$ cat config.mk
export PLATFORM = sky130hd
export DESIGN_NAME = pipe_skid_stage_flat
export DESIGN_NICKNAME = d
export VERILOG_FILES = /design/src/rtl/pipe_pkg.sv /design/src/rtl/pipe_skid_stage_if.sv /design/src/rtl/pipe_data_reg.sv /design/src/rtl/pipe_skid_stage.sv /design/src/flat_wrapper.sv
export SDC_FILE = /design/constraint.sdc
export NUM_CORES = 1
export LEC_CHECK = 0
export ABC_AREA = 1
export BUFFER_PORTS_ARGS = -buffer_cell sky130_fd_sc_hd__buf_2
export CELL_PAD_IN_SITES_DETAIL_PLACEMENT = 0
export CELL_PAD_IN_SITES_GLOBAL_PLACEMENT = 2
export CORE_MARGIN = 1.5
export CORE_UTILIZATION = 23
export DETAILED_ROUTE_END_ITERATION = 6
export GPL_ROUTABILITY_DRIVEN = 0
export PLACE_DENSITY = 0.64
export SLEW_MARGIN = 25
export SYNTH_ARGS = -nofsm -noshare
export SYNTH_HDL_FRONTEND = slang
export SYNTH_SLANG_ARGS = --single-unit
$ cat constraint.sdc
create_clock -name clk -period 3.95 [get_ports clk]
set_input_delay 0.5925 -clock clk [delete_from_list [all_inputs] [get_ports clk]]
set_output_delay 0.5925 -clock clk [all_outputs]
set_load 0.01 [all_outputs]
$ cat src/rtl/pipe_pkg.sv
// -----------------------------------------------------------------------------
// pipe_pkg
// Shared definitions for the generic pipeline-stage register.
//   state_t : stage fill state. Each encoding equals the number of valid
//             entries held, so the state register is also the occupancy count.
//   OCC_W   : width of the occupancy output.
// -----------------------------------------------------------------------------
package pipe_pkg;

    localparam int OCC_W = 2;

    typedef enum logic [OCC_W-1:0] {
        ST_EMPTY = 2'd0,
        ST_ONE   = 2'd1,
        ST_TWO   = 2'd2
    } state_t;

endpackage

$ cat src/rtl/pipe_skid_stage_if.sv
// -----------------------------------------------------------------------------
// pipe_skid_stage_if
// Handshake bundle around one pipeline stage.
//   flush      : discard all held entries this cycle (master -> stage)
//   in_valid   : upstream offers in_data            (master -> stage)
//   in_ready   : stage accepts in_data this cycle   (stage  -> master)
//   in_data    : upstream payload                   (master -> stage)
//   out_valid  : out_data holds a valid entry       (stage  -> master)
//   out_ready  : downstream consumes out_data       (master -> stage)
//   out_data   : oldest held payload                (stage  -> master)
//   occupancy  : number of valid entries held       (stage  -> master)
// The master modport is the surrounding environment (upstream source plus
// downstream sink); the slave modport is the stage itself.
// -----------------------------------------------------------------------------
interface pipe_skid_stage_if
    import pipe_pkg::*;
#(
    parameter int DATA_W = 32
);

    logic              flush;
    logic              in_valid;
    logic              in_ready;
    logic [DATA_W-1:0] in_data;
    logic              out_valid;
    logic              out_ready;
    logic [DATA_W-1:0] out_data;
    logic [OCC_W-1:0]  occupancy;

    modport master (
        output flush,
        output in_valid,
        output in_data,
        output out_ready,
        input  in_ready,
        input  out_valid,
        input  out_data,
        input  occupancy
    );

    modport slave (
        input  flush,
        input  in_valid,
        input  in_data,
        input  out_ready,
        output in_ready,
        output out_valid,
        output out_data,
        output occupancy
    );

endinterface

$ cat src/rtl/pipe_data_reg.sv
// -----------------------------------------------------------------------------
// pipe_data_reg
// Enable-loaded payload register with asynchronous active-high reset.
//   clk   : clock, loads on the rising edge
//   rst   : asynchronous active-high reset, forces RST_VAL
//   i_en  : load enable
//   i_d   : next payload
//   o_q   : registered payload
// -----------------------------------------------------------------------------
module pipe_data_reg #(
    parameter int                DATA_W  = 32,
    parameter logic [DATA_W-1:0] RST_VAL = '0
) (
    input  logic              clk,
    input  logic              rst,
    input  logic              i_en,
    input  logic [DATA_W-1:0] i_d,
    output logic [DATA_W-1:0] o_q
);

    logic [DATA_W-1:0] r_q;

    always_ff @(posedge clk or posedge rst) begin
        if (rst) begin
            r_q <= RST_VAL;
        end else if (i_en) begin
            r_q <= i_d;
        end
    end

    assign o_q = r_q;

endmodule

$ cat src/rtl/pipe_skid_stage.sv
// -----------------------------------------------------------------------------
// pipe_skid_stage
// Generic pipeline-stage register with valid/ready handshakes on both sides,
// an optional second (skid) entry and a synchronous flush.
//   clk  : clock, all state updates on the rising edge
//   rst  : asynchronous active-high reset
//   bus  : pipe_skid_stage_if.slave (flush, in_valid/in_ready/in_data,
//          out_valid/out_ready/out_data, occupancy)
// Parameters:
//   DATA_W : payload width
//   SKID   : 1 = two entries, in_ready decoded from the state register only
//            0 = one entry, in_ready = out_ready || !out_valid
//   BUBBLE : payload shown whenever no valid entry is held
// The main entry always drives out_valid/out_data, so both come straight from
// flops. Every entry that goes invalid reloads BUBBLE into its data register.
// -----------------------------------------------------------------------------
module pipe_skid_stage
    import pipe_pkg::*;
#(
    parameter int                DATA_W = 32,
    parameter bit                SKID   = 1'b1,
    parameter logic [DATA_W-1:0] BUBBLE = '0
) (
    input  logic               clk,
    input  logic               rst,
    pipe_skid_stage_if.slave   bus
);

    state_t            r_state;
    state_t            w_state_nxt;
    logic              w_in_ready;
    logic              w_out_valid;
    logic              w_accept;
    logic              w_consume;
    logic              w_main_en;
    logic [DATA_W-1:0] w_main_d;
    logic [DATA_W-1:0] w_main_q;
    logic              w_skid_en;
    logic [DATA_W-1:0] w_skid_d;
    logic [DATA_W-1:0] w_skid_q;

    assign w_out_valid = (r_state != ST_EMPTY);
    assign w_accept    = bus.in_valid && w_in_ready;
    assign w_consume   = w_out_valid && bus.out_ready;

    always_ff @(posedge clk or posedge rst) begin
        if (rst) begin
            r_state <= ST_EMPTY;
        end else begin
            r_state <= w_state_nxt;
        end
    end

    // Next state and data-register loads. Flush wins over everything; an
    // accept in the flush cycle still completes upstream but is dropped here.
    always_comb begin
        w_state_nxt = r_state;
        w_main_en   = 1'b0;
        w_main_d    = bus.in_data;
        w_skid_en   = 1'b0;
        w_skid_d    = bus.in_data;

        if (bus.flush) begin
            w_state_nxt = ST_EMPTY;
            w_main_en   = 1'b1;
            w_main_d    = BUBBLE;
            w_skid_en   = 1'b1;
            w_skid_d    = BUBBLE;
        end else begin
            case (r_state)
                ST_EMPTY: begin
                    if (w_accept) begin
                        w_state_nxt = ST_ONE;
                        w_main_en   = 1'b1;
                    end
                end
                ST_ONE: begin
                    if (w_accept && w_consume) begin
                        w_main_en = 1'b1;
                    end else if (w_consume) begin
                        w_state_nxt = ST_EMPTY;
                        w_main_en   = 1'b1;
                        w_main_d    = BUBBLE;
                    end else if (w_accept && SKID) begin
                        // Downstream stalled after in_ready was already
                        // promised: park the late entry in the skid slot.
                        w_state_nxt = ST_TWO;
                        w_skid_en   = 1'b1;
                    end
                end
                ST_TWO: begin
                    // in_ready is low here, so only a consume can occur.
                    if (w_consume) begin
                        w_state_nxt = ST_ONE;
                        w_main_en   = 1'b1;
                        w_main_d    = w_skid_q;
                        w_skid_en   = 1'b1;
                        w_skid_d    = BUBBLE;
                    end
                end
                default: begin
                    w_state_nxt = ST_EMPTY;
                end
            endcase
        end
    end

    pipe_data_reg #(
        .DATA_W  (DATA_W),
        .RST_VAL (BUBBLE)
    ) u_main (
        .clk  (clk),
        .rst  (rst),
        .i_en (w_main_en),
        .i_d  (w_main_d),
        .o_q  (w_main_q)
    );

    generate
        if (SKID) begin : g_skid
            pipe_data_reg #(
                .DATA_W  (DATA_W),
                .RST_VAL (BUBBLE)
            ) u_skid (
                .clk  (clk),
                .rst  (rst),
                .i_en (w_skid_en),
                .i_d  (w_skid_d),
                .o_q  (w_skid_q)
            );

            // The skid slot absorbs the one entry that can arrive after
            // out_ready drops, so in_ready can be a pure flop decode.
            assign w_in_ready = (r_state != ST_TWO);
        end else begin : g_noskid
            // Skid controls have no sink in the single-entry configuration.
            logic w_unused_skid;
            assign w_unused_skid = ^{w_skid_en, w_skid_d};

            assign w_skid_q   = BUBBLE;
            assign w_in_ready = bus.out_ready || !w_out_valid;
        end
    endgenerate

    assign bus.in_ready  = w_in_ready;
    assign bus.out_valid = w_out_valid;
    assign bus.out_data  = w_main_q;
    // State encoding equals the entry count.
    assign bus.occupancy = OCC_W'(r_state);

endmodule

$ cat src/flat_wrapper.sv
// flat-port wrapper written by rule: the top's interface ports become plain ports
module pipe_skid_stage_flat import pipe_pkg::*;
#(
    parameter int                DATA_W = 32,
    parameter bit                SKID   = 1'b1,
    parameter logic [DATA_W-1:0] BUBBLE = '0
)
  (clk, rst, bus_flush, bus_in_valid, bus_in_data, bus_out_ready, bus_in_ready, bus_out_valid, bus_out_data, bus_occupancy);
  pipe_skid_stage_if #(.DATA_W(DATA_W)) bus_i ();
  input  logic clk;
  input  logic rst;
  input wire logic [$bits(bus_i.flush)-1:0] bus_flush;
  input wire logic [$bits(bus_i.in_valid)-1:0] bus_in_valid;
  input wire logic [$bits(bus_i.in_data)-1:0] bus_in_data;
  input wire logic [$bits(bus_i.out_ready)-1:0] bus_out_ready;
  output wire logic [$bits(bus_i.in_ready)-1:0] bus_in_ready;
  output wire logic [$bits(bus_i.out_valid)-1:0] bus_out_valid;
  output wire logic [$bits(bus_i.out_data)-1:0] bus_out_data;
  output wire logic [$bits(bus_i.occupancy)-1:0] bus_occupancy;
  assign bus_i.flush = bus_flush;
  assign bus_i.in_valid = bus_in_valid;
  assign bus_i.in_data = bus_in_data;
  assign bus_i.out_ready = bus_out_ready;
  assign bus_in_ready = bus_i.in_ready;
  assign bus_out_valid = bus_i.out_valid;
  assign bus_out_data = bus_i.out_data;
  assign bus_occupancy = bus_i.occupancy;
  pipe_skid_stage #(.DATA_W(DATA_W), .SKID(SKID), .BUBBLE(BUBBLE)) u_core (.clk(clk), .rst(rst), .bus(bus_i));
endmodule
==> results of run 1 <==
[state kept, by name, summed over array words and instances, names as in the netlist]
| signal | cells |
|---|---|
| u_core.g_skid.u_skid.o_q | 32 |
| u_core.u_main.o_q | 32 |
| u_core.bus.occupancy | 2 |
[metal layers]
layer  routed length, µm  track usage (%)
met1                5780             20.2
met3                 522             3.28
met2                5610             24.3
met4                 190             5.42
met5                   0                0
[layout make-up]
| class | count | area share (%) |
|---|---|---|
| clock inverter | 4 | 0.555 |
| sequential | 66 | 36.6 |
| inverter | 12 | 1.03 |
| clock buffer | 12 | 5.91 |
| multi-input combinational | 392 | 40.4 |
| timing repair buffer | 81 | 9.49 |
| tap | 216 | 6.00 |
[through the flow]
step | power (mW) | setup WS, ps | hold slack [ps]
finish | 2.84 | 1180 | 367
floorplan | 1.70 | 1700 | 442
CTS | 2.90 | 1120 | 473
global placement | 2.09 | 1210 | 454
detailed placement | 2.09 | 1160 | 458
global route | 3.06 | 939 | 430
[critical path, cell delays in order, from the launching register on]
cell and delay [ps]:
dfrtp_1 430, inv_1 130, ha_2 790, nand2_1 640
buf_4 410, nand2_1 80, nand3b_1 100, nand2_1 60
[power breakdown]
part / switching (mW) / leakage (nW) / total (mW) / internal, mW
sequential: 0.0959 / 0.906 / 0.926 / 0.830
clock: 0.318 / 0.141 / 0.792 / 0.474
combinational: 0.766 / 1.47 / 1.12 / 0.355
[final timing paths]
check	slack, ps	to	cells after the start
min in group clk	470	u_core.g_skid.u_skid.o_q[14]	2
worst min register to register	470	u_core.g_skid.u_skid.o_q[14]	2
worst min-delay path	370	u_core.g_skid.u_skid.o_q[25]	2
max in group asynchronous	2870	u_core.g_skid.u_skid.o_q[13]	3
worst max-delay path	1180	u_core.g_skid.u_skid.o_q[31]	7
worst max register to register	1180	u_core.g_skid.u_skid.o_q[31]	7
[kinds of logic (layout without fill, tap and decap cells)]
kind of cell / after synthesis / count (layout)
and+or+nand+nor: 382 / 382
DFF: 66 / 66
buffers and inverters: 47 / 109
adders and majority gates: 5 / 5
AOI/OAI and AO/OA: 5 / 5
[layout by cell type, fill, tap and decap left out]
| cell type | instances |
|---|---|
| clkbuf_16 | 9 |
| o21ai_0 | 3 |
| nand2_2 | 1 |
| nand2_1 | 239 |
| buf_4 | 9 |
| a21oi_1 | 2 |
| dfrtp_1 | 66 |
| nor2_1 | 2 |
| nor2_8 | 1 |
| nand2_4 | 1 |
| nor2_4 | 2 |
| ha_1 | 4 |
| clkinv_2 | 3 |
| clkbuf_8 | 3 |
| inv_2 | 4 |
| nand3_1 | 100 |
| nand3b_1 | 32 |
| inv_1 | 7 |
| nor3_1 | 1 |
| ha_2 | 1 |
| buf_2 | 72 |
| nand4_1 | 1 |
| clkinvlp_4 | 2 |
| nor2_2 | 2 |
==> out/metrics.csv, run 1 <==
metric,value,unit
status,completed,
synth-simple-area-share,46.7,%
dieArea,16900,µm²
tns,0,ps
core_area,15800,µm²
crit_path_start_kind,flop,
synth_nets,547,
path_clk_slew,60,ps
relSlewSlack,40.3,%
dpl.cell_count,767,
maxCapViolCount,0,
grt_pass1_vias,3410,
synth_xor_xnor_area_share,0,%
synth_seq_cells,66,
synthMuxAreaShare,0,%
ios,73,
final_antenna_net_count,0,
nNetsFinal,604,
floorplan.initialDensity,23.4,%
area_growth,21.6,%
overflow,0,
clock_latency,340,ps
max_freq,362,MHz
worstPathRequired,4180,ps
synth_top_family_by_area,simple AND/OR/NAND/NOR gates,
drc_errors,0,
synthAdderAreaFrac,1.69,%
seq_area_frac_synth,44.6,%
syn_area_per_cell,7.34,µm²
grt_antenna_before_repair,0,
diodes,0,
ys.flop_type,dfrtp_1,
grt_max_degree,41,
crit_arrival,2990,ps
drt_first_pass_iters,4,
hold_violations,0,
synthTopCellsByCount,"nand2_1, nand3_1, dfrtp_1, nand3b_1, buf_2",
grt_usage,15.2,%
num_rows,46,
clockBufferDepth,2,
register_area,1650,µm²
timing.final.crit_period,2770,ps
postCtsSetupBuffers,0,
clock_skew,6.25,ps
synth_top_area_share,44.6,%
leakagePower,2.51,nW
h-tree-depth,3,
setup_violations,0,
cts_resized,0,
multi_input_area,1820,µm²
worstPathMaxFanout,38,
yosys_warnings,0,
dieHeight,130,µm
io_buffer_count,72,
post-route-cell-area,4510,µm²
cts-buffers-inserted,9,
chipWidth,130,µm
slew_violations,0,
drive_above_1_share,19.4,%
hpwl,7.55,mm
wl_per_cell,15.5,µm
placed_area,4210,µm²
hold_buffers,0,
crit_start,u_core.bus.occupancy[0],
powerDensity,630,nW/µm²
crit_type,flop to flop,
vias_per_cell,4.43,
drt_iter0_markers,211,
grt_pass1_wl,19.3,mm
fin_cells,783,
synth.distinct_cells,22,
period_share,70.0,%
finish.utilization,28.5,%
tightestPinTransition,895,ps
synthArstFlopShare,100,%
grt_setup_unrepaired,no,
cts_root_buf,clkbuf_16,
cts_tree,built,
synthTopCellsByArea,"dfrtp_1, nand2_1, nand3_1",
synth_area_leader_cell,dfrtp_1,
crit_path_end_kind,flop,
nFillCells,1749,
yosysMostFrequentCell,nand2_1,
r2r_start,u_core.bus.occupancy[0],
synth_compound_area_share,0.675,%
routed_wl,12.1,mm
netlist_area,3710,µm²
vdd_drop_max,0.232,mV
num_vias,3468,
synth-edff-count,0,
synthesis.instances,505,
hold_class,input pin to asynchronous set/reset pin,
clock-sinks,66,
Note: power is estimated with default switching activity, not from simulation.
==> run 2, diff against run 1 <==
Clock period 3.95 ns to 2.88 ns, I/O delays scaled along.
==> run 2 against run 1 <==
Effect of this change: cell area rose by 0.36%; cell count rose by 0.51%; critical path depth fell by 2; sequential power rose by 36%; flip-flop and latch count did not move; die area did not move; register-to-register slack got worse by 430 ps; combinational power rose by 41%; wire length rose by 1.3%; critical endpoint is now bus_in_ready.
==> out/metrics.csv, run 2 (same netlist as run 1, synthesis figures left out) <==
metric,value,unit
tightestPinTransition,574,ps
grt_antenna_before_repair,0,
overflow,0,
ff2ff_path_depth,9,
tns,0,ps
cts_resized,0,
grt_max_degree,42,
grt_pass1_wl,19.7,mm
num_vias,3539,
cts_root_buf,clkbuf_16,
drc_errors,0,
core_area,15800,µm²
path_clk_slew,50,ps
wl_per_cell,15.6,µm
clockBufferDepth,2,
max_freq,462,MHz
ios,73,
status,completed,
nNetsFinal,609,
postCtsSetupBuffers,0,
powerDensity,858,nW/µm²
path_cells,inv_1 > ha_2 > buf_4 > inv_2 > buf_2,
period_share,75.1,%
layout_commonest_cell,nand2_1,
layout_common_cells,"nand2_1, nand3_1, buf_2",
vdd_drop_max,0.280,mV
use_met2,24.4,%
grt_pass1_vias,3587,
dieHeight,130,µm
floorplan.initialDensity,23.4,%
crit_path_end_kind,output pin,
use_met1,20.6,%
r2r-end,u_core.g_skid.u_skid.o_q[24],
crit_path_start_kind,flop,
timing.final.crit_period,2160,ps
clock-sinks,66,
grt_setup_unrepaired,no,
hpwl,7.62,mm
crit_arrival,1730,ps
diodes,0,
r2r_slack,750,ps
slew_violations,0,
clock_skew,5.07,ps
num_rows,46,
area_growth,22.0,%
finish.utilization,28.6,%
hold_buffers,0,
fin_cells,787,
drive_above_1_share,19.8,%
slowest_stage,dfrtp_1,
cts_tree,built,
vias_per_cell,4.50,
nFillCells,1740,
io_buffer_count,72,
met3_usage,3.24,%
drt_iter0_markers,219,
drt_first_pass_iters,4,
worstPathMaxFanout,15,
maxCapViolCount,0,
gr-max-usage-layer,met2,
hold_class,input pin to asynchronous set/reset pin,
dieArea,16900,µm²
relSlewSlack,61.7,%
chipWidth,130,µm
leakagePower,2.53,nW
clock_latency,340,ps
dpl.cell_count,772,
finalPower,3.88,mW
cpPeakStageDelay,420,ps
cts-buffers-inserted,9,
grt_usage,15.5,%
h-tree-depth,3,
hold_violations,0,
routed_wl,12.3,mm
setup_violations,0,
worstPathRequired,2450,ps
r2r_start,u_core.bus.occupancy[0],
final_antenna_net_count,0,
crit_type,flop to output pin,
==> run 2: worst max path at each step <==
| stage | start | end | depth (start not counted) |
|---|---|---|---|
| floorplan | rst | u_core.bus.occupancy[0] | 1 |
| global placement | u_core.bus.occupancy[0] | u_core.u_main.o_q[1] | 11 |
| detailed placement | u_core.bus.occupancy[0] | u_core.g_skid.u_skid.o_q[2] | 7 |
| CTS | u_core.bus.occupancy[0] | bus_in_ready | 5 |
| global route | u_core.bus.occupancy[0] | u_core.u_main.o_q[19] | 11 |
| finish | u_core.bus.occupancy[0] | bus_in_ready | 5 |
==> run 2: layout make-up <==
class	count	area [µm²]	area share (%)
sequential	66	1650	36.5
timing repair buffer	86	465	10.3
tap	216	270	5.98
clock inverter	3	15.0	0.332
clock buffer	12	256	5.67
inverter	12	45.0	0.996
multi-input combinational	392	1820	40.2
==> run 2: layer usage <==
layer | wire, µm | part of all wire, % | up-vias
met3 | 438 | 3.6 | 13
met5 | 0 | 0 | -
li1 | - | - | 1752
met1 | 5870 | 48 | 1717
met4 | 195 | 1.6 | 0
met2 | 5750 | 47 | 57
==> run 2: stage by stage <==
stage	hold slack, ps	instance area [µm²]	setup WS, ps
after global placement	453	4250	757
final	161	4520	716
after global routing	199	4520	559
after floorplan	442	3710	793
after CTS	173	4520	679
after detailed placement	458	4250	738
==> run 2: where the power goes <==
part           internal [mW]  switching (mW)  total (mW)
Sequential              1.14           0.125        1.26
Clock                  0.620           0.413        1.03
Combinational          0.513            1.07        1.58
Total                   2.27            1.61        3.88
==> run 2: critical path, delay by kind of cell, from the launching register on <==
family,cells,cell delay (ps)
buf+inv,4,580
flops,1,420
fa+ha+maj,1,400
